### src/rtl/snake_game_ctrl.sv
// Snake game sequencer: step prescaler, direction latch, next-head, multi-cycle self-collision scan.
// Optional macro SNAKE_WRAP_EN: walls wrap around instead of ending the game.
module snake_game_ctrl #(
    parameter int WIDTH    = 16,
    parameter int HEIGHT   = 8,
    parameter int MAX_LEN  = 16,
    parameter int INIT_LEN = 3,
    parameter int STEP_DIV = 1000000
) (
    input  logic       clk,
    input  logic       reset,
    input  logic       start,
    input  logic       pause,
    input  logic       btnUp,
    input  logic       btnDown,
    input  logic       btnLeft,
    input  logic       btnRight,
    input  logic [3:0] food_x,
    input  logic [3:0] food_y,
    input  logic [3:0] rd_idx,
    output logic [3:0] rd_x,
    output logic [3:0] rd_y,
    output logic [3:0] head_x,
    output logic [3:0] head_y,
    output logic [4:0] length,
    output logic       step,
    output logic       eaten,
    output logic [1:0] state,
    output logic       game_over
);

    localparam int              PW         = $clog2(STEP_DIV);
    localparam logic [PW-1:0]   PRESC_LAST = PW'(STEP_DIV - 1);
    localparam logic [3:0]      X_MAX      = 4'(WIDTH - 1);
    localparam logic [3:0]      Y_MAX      = 4'(HEIGHT - 1);
    localparam logic [4:0]      LEN_INIT   = 5'(INIT_LEN);
    localparam logic [4:0]      LEN_MAX    = 5'(MAX_LEN);
    localparam logic [3:0]      DIR_RIGHT  = 4'b0001;
    localparam logic [3:0]      DIR_DOWN   = 4'b0010;
    localparam logic [3:0]      DIR_LEFT   = 4'b0100;
    localparam logic [3:0]      DIR_UP     = 4'b1000;

    typedef enum logic [1:0] {
        S_IDLE  = 2'd0,
        S_RUN   = 2'd1,
        S_CHECK = 2'd2,
        S_OVER  = 2'd3
    } state_t;

    state_t        state_q, state_d;
    logic [PW-1:0] presc_q, presc_d;
    logic [3:0]    dir_q, dir_d;
    logic [3:0]    pend_q, pend_d;
    logic          pend_vld_q, pend_vld_d;
    logic [3:0]    head_x_q, head_x_d, head_y_q, head_y_d;
    logic [3:0]    nxt_x_q, nxt_x_d, nxt_y_q, nxt_y_d;
    logic [4:0]    len_q, len_d;
    logic [3:0]    scan_q, scan_d;
    logic          step_q, step_d;
    logic          eaten_q, eaten_d;
    logic          game_over_q, game_over_d;
    logic [3:0]    body_x_q [MAX_LEN];
    logic [3:0]    body_x_d [MAX_LEN];
    logic [3:0]    body_y_q [MAX_LEN];
    logic [3:0]    body_y_d [MAX_LEN];

    logic [3:0] cand, rev_dir, eff_dir;
    logic       cand_ok;
    logic [3:0] calc_x, calc_y;
    logic       wall_hit;
    logic [3:0] scan_last;
    logic       rd_ok;

    always_comb begin
        cand = 4'd0;
        if (btnUp)         cand = DIR_UP;
        else if (btnRight) cand = DIR_RIGHT;
        else if (btnDown)  cand = DIR_DOWN;
        else if (btnLeft)  cand = DIR_LEFT;
    end

    // A reversal is the committed direction rotated by two positions.
    assign rev_dir = {dir_q[1:0], dir_q[3:2]};
    assign cand_ok = (cand != 4'd0) && (cand != rev_dir) && (cand != dir_q);
    assign eff_dir = cand_ok ? cand : (pend_vld_q ? pend_q : dir_q);

    always_comb begin
        calc_x   = head_x_q;
        calc_y   = head_y_q;
        wall_hit = 1'b0;
        if (eff_dir[0]) begin
            if (head_x_q == X_MAX) begin
`ifdef SNAKE_WRAP_EN
                calc_x = 4'd0;
`else
                wall_hit = 1'b1;
`endif
            end else calc_x = head_x_q + 4'd1;
        end else if (eff_dir[1]) begin
            if (head_y_q == Y_MAX) begin
`ifdef SNAKE_WRAP_EN
                calc_y = 4'd0;
`else
                wall_hit = 1'b1;
`endif
            end else calc_y = head_y_q + 4'd1;
        end else if (eff_dir[2]) begin
            if (head_x_q == 4'd0) begin
`ifdef SNAKE_WRAP_EN
                calc_x = X_MAX;
`else
                wall_hit = 1'b1;
`endif
            end else calc_x = head_x_q - 4'd1;
        end else begin
            if (head_y_q == 4'd0) begin
`ifdef SNAKE_WRAP_EN
                calc_y = Y_MAX;
`else
                wall_hit = 1'b1;
`endif
            end else calc_y = head_y_q - 4'd1;
        end
    end

    // The tail entry (length-1) vacates on the move, so the scan stops at length-2.
    assign scan_last = 4'(len_q - 5'd2);

    always_comb begin
        state_d    = state_q;
        presc_d    = presc_q;
        dir_d      = dir_q;
        pend_d     = pend_q;
        pend_vld_d = pend_vld_q;
        head_x_d   = head_x_q;
        head_y_d   = head_y_q;
        nxt_x_d    = nxt_x_q;
        nxt_y_d    = nxt_y_q;
        len_d      = len_q;
        scan_d     = scan_q;
        body_x_d   = body_x_q;
        body_y_d   = body_y_q;
        step_d     = 1'b0;
        eaten_d    = 1'b0;
        if (cand_ok) begin
            pend_d     = cand;
            pend_vld_d = 1'b1;
        end
        case (state_q)
            S_IDLE: begin
                if (start) begin
                    state_d = S_RUN;
                    presc_d = '0;
                end
            end
            S_RUN: begin
                if (!pause) begin
                    if (presc_q == PRESC_LAST) begin
                        presc_d    = '0;
                        dir_d      = eff_dir;
                        pend_vld_d = 1'b0;
                        if (wall_hit) begin
                            state_d = S_OVER;
                        end else begin
                            nxt_x_d = calc_x;
                            nxt_y_d = calc_y;
                            scan_d  = 4'd0;
                            state_d = S_CHECK;
                        end
                    end else begin
                        presc_d = presc_q + PW'(1);
                    end
                end
            end
            S_CHECK: begin
                if (body_x_q[scan_q] == nxt_x_q && body_y_q[scan_q] == nxt_y_q) begin
                    state_d = S_OVER;
                end else if (scan_q == scan_last) begin
                    for (int i = 1; i < MAX_LEN; i++) begin
                        body_x_d[i] = body_x_q[i-1];
                        body_y_d[i] = body_y_q[i-1];
                    end
                    body_x_d[0] = head_x_q;
                    body_y_d[0] = head_y_q;
                    head_x_d    = nxt_x_q;
                    head_y_d    = nxt_y_q;
                    step_d      = 1'b1;
                    if (nxt_x_q == food_x && nxt_y_q == food_y) begin
                        eaten_d = 1'b1;
                        if (len_q < LEN_MAX) len_d = len_q + 5'd1;
                    end
                    state_d = S_RUN;
                end else begin
                    scan_d = scan_q + 4'd1;
                end
            end
            S_OVER: begin
                if (start) begin
                    state_d    = S_RUN;
                    presc_d    = '0;
                    dir_d      = DIR_RIGHT;
                    pend_vld_d = 1'b0;
                    pend_d     = DIR_RIGHT;
                    head_x_d   = 4'd0;
                    head_y_d   = 4'd0;
                    nxt_x_d    = 4'd0;
                    nxt_y_d    = 4'd0;
                    len_d      = LEN_INIT;
                    scan_d     = 4'd0;
                    for (int i = 0; i < MAX_LEN; i++) begin
                        body_x_d[i] = 4'd0;
                        body_y_d[i] = 4'd0;
                    end
                end
            end
            default: ;
        endcase
        game_over_d = (state_d == S_OVER);
    end

    always_ff @(posedge clk or posedge reset) begin
        if (reset) begin
            state_q     <= S_IDLE;
            presc_q     <= '0;
            dir_q       <= DIR_RIGHT;
            pend_q      <= DIR_RIGHT;
            pend_vld_q  <= 1'b0;
            head_x_q    <= 4'd0;
            head_y_q    <= 4'd0;
            nxt_x_q     <= 4'd0;
            nxt_y_q     <= 4'd0;
            len_q       <= LEN_INIT;
            scan_q      <= 4'd0;
            step_q      <= 1'b0;
            eaten_q     <= 1'b0;
            game_over_q <= 1'b0;
            for (int i = 0; i < MAX_LEN; i++) begin
                body_x_q[i] <= 4'd0;
                body_y_q[i] <= 4'd0;
            end
        end else begin
            state_q     <= state_d;
            presc_q     <= presc_d;
            dir_q       <= dir_d;
            pend_q      <= pend_d;
            pend_vld_q  <= pend_vld_d;
            head_x_q    <= head_x_d;
            head_y_q    <= head_y_d;
            nxt_x_q     <= nxt_x_d;
            nxt_y_q     <= nxt_y_d;
            len_q       <= len_d;
            scan_q      <= scan_d;
            step_q      <= step_d;
            eaten_q     <= eaten_d;
            game_over_q <= game_over_d;
            body_x_q    <= body_x_d;
            body_y_q    <= body_y_d;
        end
    end

    assign rd_ok     = ({1'b0, rd_idx} < LEN_MAX);
    assign rd_x      = rd_ok ? body_x_q[rd_idx] : 4'd0;
    assign rd_y      = rd_ok ? body_y_q[rd_idx] : 4'd0;
    assign head_x    = head_x_q;
    assign head_y    = head_y_q;
    assign length    = len_q;
    assign step      = step_q;
    assign eaten     = eaten_q;
    assign state     = state_q;
    assign game_over = game_over_q;

endmodule
### config.mk
export PLATFORM = sky130hd
export DESIGN_NAME = snake_game_ctrl
export DESIGN_NICKNAME = d
export VERILOG_FILES = /design/src/rtl/snake_game_ctrl.sv
export SDC_FILE = /design/constraint.sdc
export NUM_CORES = 1
export LEC_CHECK = 0
export ABC_AREA = 1
export CAP_MARGIN = 10
export CORE_ASPECT_RATIO = 0.9
export CORE_MARGIN = 5
export CORE_UTILIZATION = 50
export CTS_CLUSTER_SIZE = 40
export DETAILED_ROUTE_END_ITERATION = 6
export PLACE_DENSITY = 0.75
export SYNTH_ARGS = -nofsm -noshare
export SYNTH_HDL_FRONTEND = slang
export SYNTH_SLANG_ARGS = --single-unit
export TNS_END_PERCENT = 30
### constraint.sdc
create_clock -name clk -period 6.7 [get_ports clk]
set_input_delay 1.34 -clock clk [delete_from_list [all_inputs] [get_ports clk]]
set_output_delay 1.34 -clock clk [all_outputs]
set_load 0.02 [all_outputs]
# After elaboration in Yosys (flattened, before gate mapping)
# Cells that the tools add are included.
# classes
order_cmp	3
reduce_logical	20
mux	99
bitwise_logic	2
add_sub_neg	8
eq_ne	25
# ops
op	n
64-bit two-way mux	5
64-bit one-hot mux with 2 select lines	2
4-bit two-way mux	43
4-bit binary-select mux with 4-bit select	4
20-bit two-way mux	3
20-bit one-hot mux with 2 select lines	1
4-bit one-hot mux with 2 select lines	5
5-bit two-way mux	5
20-bit by 1-bit adder with 20-bit output, second input constant	1
20-bit equality test, second input constant	1
4-bit equality test	5
1-bit two-way mux	19
2-bit != test, second input constant	9
4-bit by 1-bit adder with 4-bit output, second input constant	3
4-bit one-hot mux with 3 select lines	1
5-bit greater-or-equal comparator, second input constant	2
2-bit two-way mux	5
4-bit NOT with 5-bit output	2
5-bit one-hot mux with 2 select lines	1
5-bit AND reduction	2
3-bit two-way mux	3
4-bit logical NOT	2
4-bit != test	2
4-bit AND reduction	2
21 further kinds	29
# totals
wordCells	204
out_inout_bits	26
ff_bits	187
in_bits	20

# Logic depth before layout (Yosys ltp)
# depth
ltp_word	16
mapped_depth	20
ltp_nobuf	18

# Least setup slack after synthesis
# Ideal clock, no wire load.
# synth_timing
path_type	input to output
start	input rd_idx[0]
end	output rd_y[1]
cell_stages	6
t_required_ns	5.360
n_path_buf	2
setup_slack_ns	2.695
arrival_ns	2.665
path_cell_list	clkbuf_1 -> clkbuf_1 -> a21oi_1 -> o21ai_0 -> o22ai_1 -> o21ai_0
# synth_between
elab_chain_cells	4
# synth_rtl
item	line	text
start, declared	20	input logic [3:0] rd_idx,
4-bit NOT with 5-bit output (not written as such)	263	assign rd_y = rd_ok ? body_y_q[rd_idx] : 4'd0;
4-bit binary-select mux with 4-bit select	263	
4-bit two-way mux (not written as such) (2 in series)	263	
end, declared	22	output logic [3:0] rd_y,
# Every way passes these cells. The select of a mux whose other input is x is not followed.

# Worst setup path after layout
# layout_timing
start	input rd_idx[2]
end	output rd_y[1]
# The elaborated chain is that of the path after synthesis.

==> impl_metrics.tcl <==
set metrics [dict create \
    grt_pass1_vias 10296 \
    p_per_area_nw_per_um2 429.3 \
    path_max_fanout 21 \
    r2r_setup_slack_ns 2.56 \
    antenna_found_initial 0 \
    drv_cap 0 \
    synthMuxAreaShare_pct 0 \
    cp-start-kind "primary input" \
    htree_levels 4 \
    whs_path_depth 1 \
    crit_arrival_ns 3.68 \
    clockBufferDepth 2 \
    clock_latency_ns 0.44 \
    timing.rr.end "body_y_q[43]" \
    num-nets-final 1624 \
    finClkSkew_ns 0.008858 \
    gp_congestion 0.8723 \
    first_pass_iters 6 \
    p_seq_share_pct 35.2 \
    grt.busiest_layer "met2" \
    post-cts-setup-buffers 0 \
    vias 10923 \
    grt_max_degree 142 \
    holdBufCountCts 0 \
    synthXorXnorAreaFrac_pct 1.720 \
    hp-class "reg -> reg" \
    synth_top_area_share_pct 39.11 \
    final_cell_mix "nand2_1 (414), nand3_1 (193), dfrtp_1 (182), inv_1 (162), o21ai_0 (146)" \
    crit_required_ns 5.36 \
    dieWidth_microns 171.3 \
    cts-resized-gates 0 \
    placed_area_sq_um 12090 \
    drive_gt1_share_pct 8.541 \
    setup_tns_ns 0 \
    r2r-start "scan_q[3]" \
    slew_violations 0 \
    holdCritStartpoint "presc_q[18]" \
    vdd.ir_drop.worst_uv 331.3 \
    r2r_cells 12 \
    synth_top_family_by_area "simple AND/OR/NAND/NOR gates" \
    cts_buffers 17 \
    grt_util_all_layers_pct 24.08 \
    coreArea_sq_um 23210 \
    cts_tree "yes" \
    relSlewSlack_pct 29.23 \
    syn_inst 1613 \
    synthArstFlopShare_pct 100.0 \
    ys.flop_type "dfrtp_1" \
    synth_warnings 0 \
    grtUsageMet2_pct 37.16 \
    port_buffers 45 \
    synth_edf_count 0 \
    drc_errors 0 \
    period_minus_slack_ns 5.017 \
    met3_usage_pct 4.878 \
    wl_microns 31250 \
    syn_area_per_cell_sq_um 7.259 \
    start_util_pct 50.45 \
    yosysUniqueCellTypes 38 \
    rsz0062_at_grt "false" \
    dp_hpwl_microns 19380 \
    leakage_nw 5.707 \
    setup.worst_path.end_class "primary output" \
    synth-compound-area-share_pct 19.85 \
    final_area_sq_um 12700 \
    synth-simple-area-share_pct 26.92 \
    power.total_w 0.005454 \
    comb_power_share_pct 44.7 \
    stdcell_count 1906 \
    gr-usage-met1_pct 34.34 \
    dp_cells 1875 \
    crit_type "in -> out" \
    status "completed" \
    yosysTopAreaCell "dfrtp_1" \
    cts.sinks 187 \
    ys_seq_area_share_pct 40.01 \
    setup_viol_count_final 0 \
    cts_root_buf "clkbuf_16" \
    pin_count 46 \
    worst_pin_slew_ns 1.062 \
    grt_pass1_wl_microns 52450 \
    clkTransAtPathRegs_ns 0.07 \
    fin_crit_sh_pct 74.88 \
    die_y_microns 155.2 \
    syn-num-nets 1645 \
    syn-cell-area_sq_um 11710 \
    wl_per_cell_microns 16.39 \
    vias_per_cell 5.731 \
    p_switching_w 0.002494 \
    ys_top_cells_by_area "dfrtp_1 (39%), nand2_1 (13%), nand3_1 (8.2%)" \
    diodes 0 \
    drt_iter0_markers 1187 \
    clkPwrFrac_pct 20.1 \
    hold_viol_final 0 \
    die_area_sq_um 26580 \
    grt_remaining_overflow 0 \
    synth_fa_ha_area_share_pct 1.282 \
    whs_endpoint "presc_q[18]" \
    p_int_w 0.002960 \
    final_common_cell "nand2_1" \
    ys_ff_latch 187 \
    max_freq_ghz 0.1993 \
    area_delta_synth_final_pct 8.495 \
    holdWs_ns 0.4648 \
    ant_nets 0 \
    row_count 53 \
    switching_share_pct 45.72 \
]
logic make-up (layout without fill, tap and decap cells):
logic type               Yosys count  count (layout)
buffers and inverters            269             260
AND/OR/NAND/NOR                  733             733
adder cells (fa/ha/maj)           12              12
flip-flops                       187             187
AO/OA/AOI/OAI                    389             389
XOR/XNOR                          23              23
how the worst max path moves through the flow:
stage / from / end / depth (start not counted)
2_1_floorplan: reset / body_x_q[0] / 1
3_3_place_gp: rd_idx[2] / rd_y[1] / 6
3_5_place_dp: rd_idx[2] / rd_y[1] / 6
4_1_cts: rd_idx[2] / rd_y[1] / 6
5_1_grt: rd_idx[2] / rd_y[1] / 6
6_report: rd_idx[2] / rd_y[1] / 6
power groups by stage:
stage / clock network, W / logic, W / registers [W]
5_1_grt: 0.00115 / 0.00278 / 0.00197
4_1_cts: 0.00111 / 0.00242 / 0.00191
6_report: 0.00110 / 0.00244 / 0.00192
3_5_place_dp: 0 / 0.00240 / 0.00193
3_3_place_gp: 0 / 0.00234 / 0.00192
2_1_floorplan: 0 / 0.00190 / 0.00184
flip-flops by register name (all words and copies together) (netlist names):
signal and flops:
length 5, head_y 4, head_x 4, eaten 1, game_over 1, nxt_x_q 4
step 1, scan_q 4, state 2, nxt_y_q 4, pend_q 4, body_x_q 64
presc_q 20, body_y_q 64, dir_q 4, pend_vld_q 1
worst max-delay path: stages:
cell and delay (ns):
clkdlybuf4s50_1 0.40, buf_4 0.20, inv_1 0.61, o22ai_1 0.23
o21ai_0 0.24, clkdlybuf4s50_1 0.65
Yosys cell counts, types with 3 or more instances:
cell	number
buf_1	14
or2_2	3
nand3_1	193
inv_1	163
buf_6	19
a31oi_1	3
dfstp_2	4
o22ai_1	3
o211ai_1	20
o21ai_1	30
xor2_1	11
clkbuf_1	43
ha_1	12
nand3_2	3
o21ai_0	146
nand4_1	18
nor4_1	8
nand2_1	414
a21oi_1	101
xnor2_1	12
inv_2	6
nor2_1	70
clkinv_1	3
buf_4	7
o21ai_2	70
buf_2	14
dfrtp_1	183
o221ai_1	13
nand3b_1	6
nor3_1	13
layer usage:
| layer | part of all wire, % | vias to the layer above |
|---|---|---|
| li1 | - | 5304 |
| met1 | 45 | 5088 |
| met2 | 45 | 454 |
| met3 | 7.9 | 77 |
| met4 | 2.7 | 0 |
| met5 | 0 | - |
stage by stage:
stage | setup WS [ns] | util (%)
after floorplan | 0.2812 | -
after CTS | 1.668 | 54.73
after global placement | 1.646 | 52.07
final | 1.683 | 54.73
after detailed placement | 1.687 | 52.07
after global routing | 1.591 | 54.73
cell type report:
class	count	area [sq um]
repair buffers	57	533.0
flip-flops and latches	187	4686
clock inverters	14	192.7
multi-input cells	1157	5828
well taps	302	377.9
clock buffers	17	425.4
inverters	172	660.6
fillers	2215	10510
Note: power is estimated with default switching activity, not from simulation.
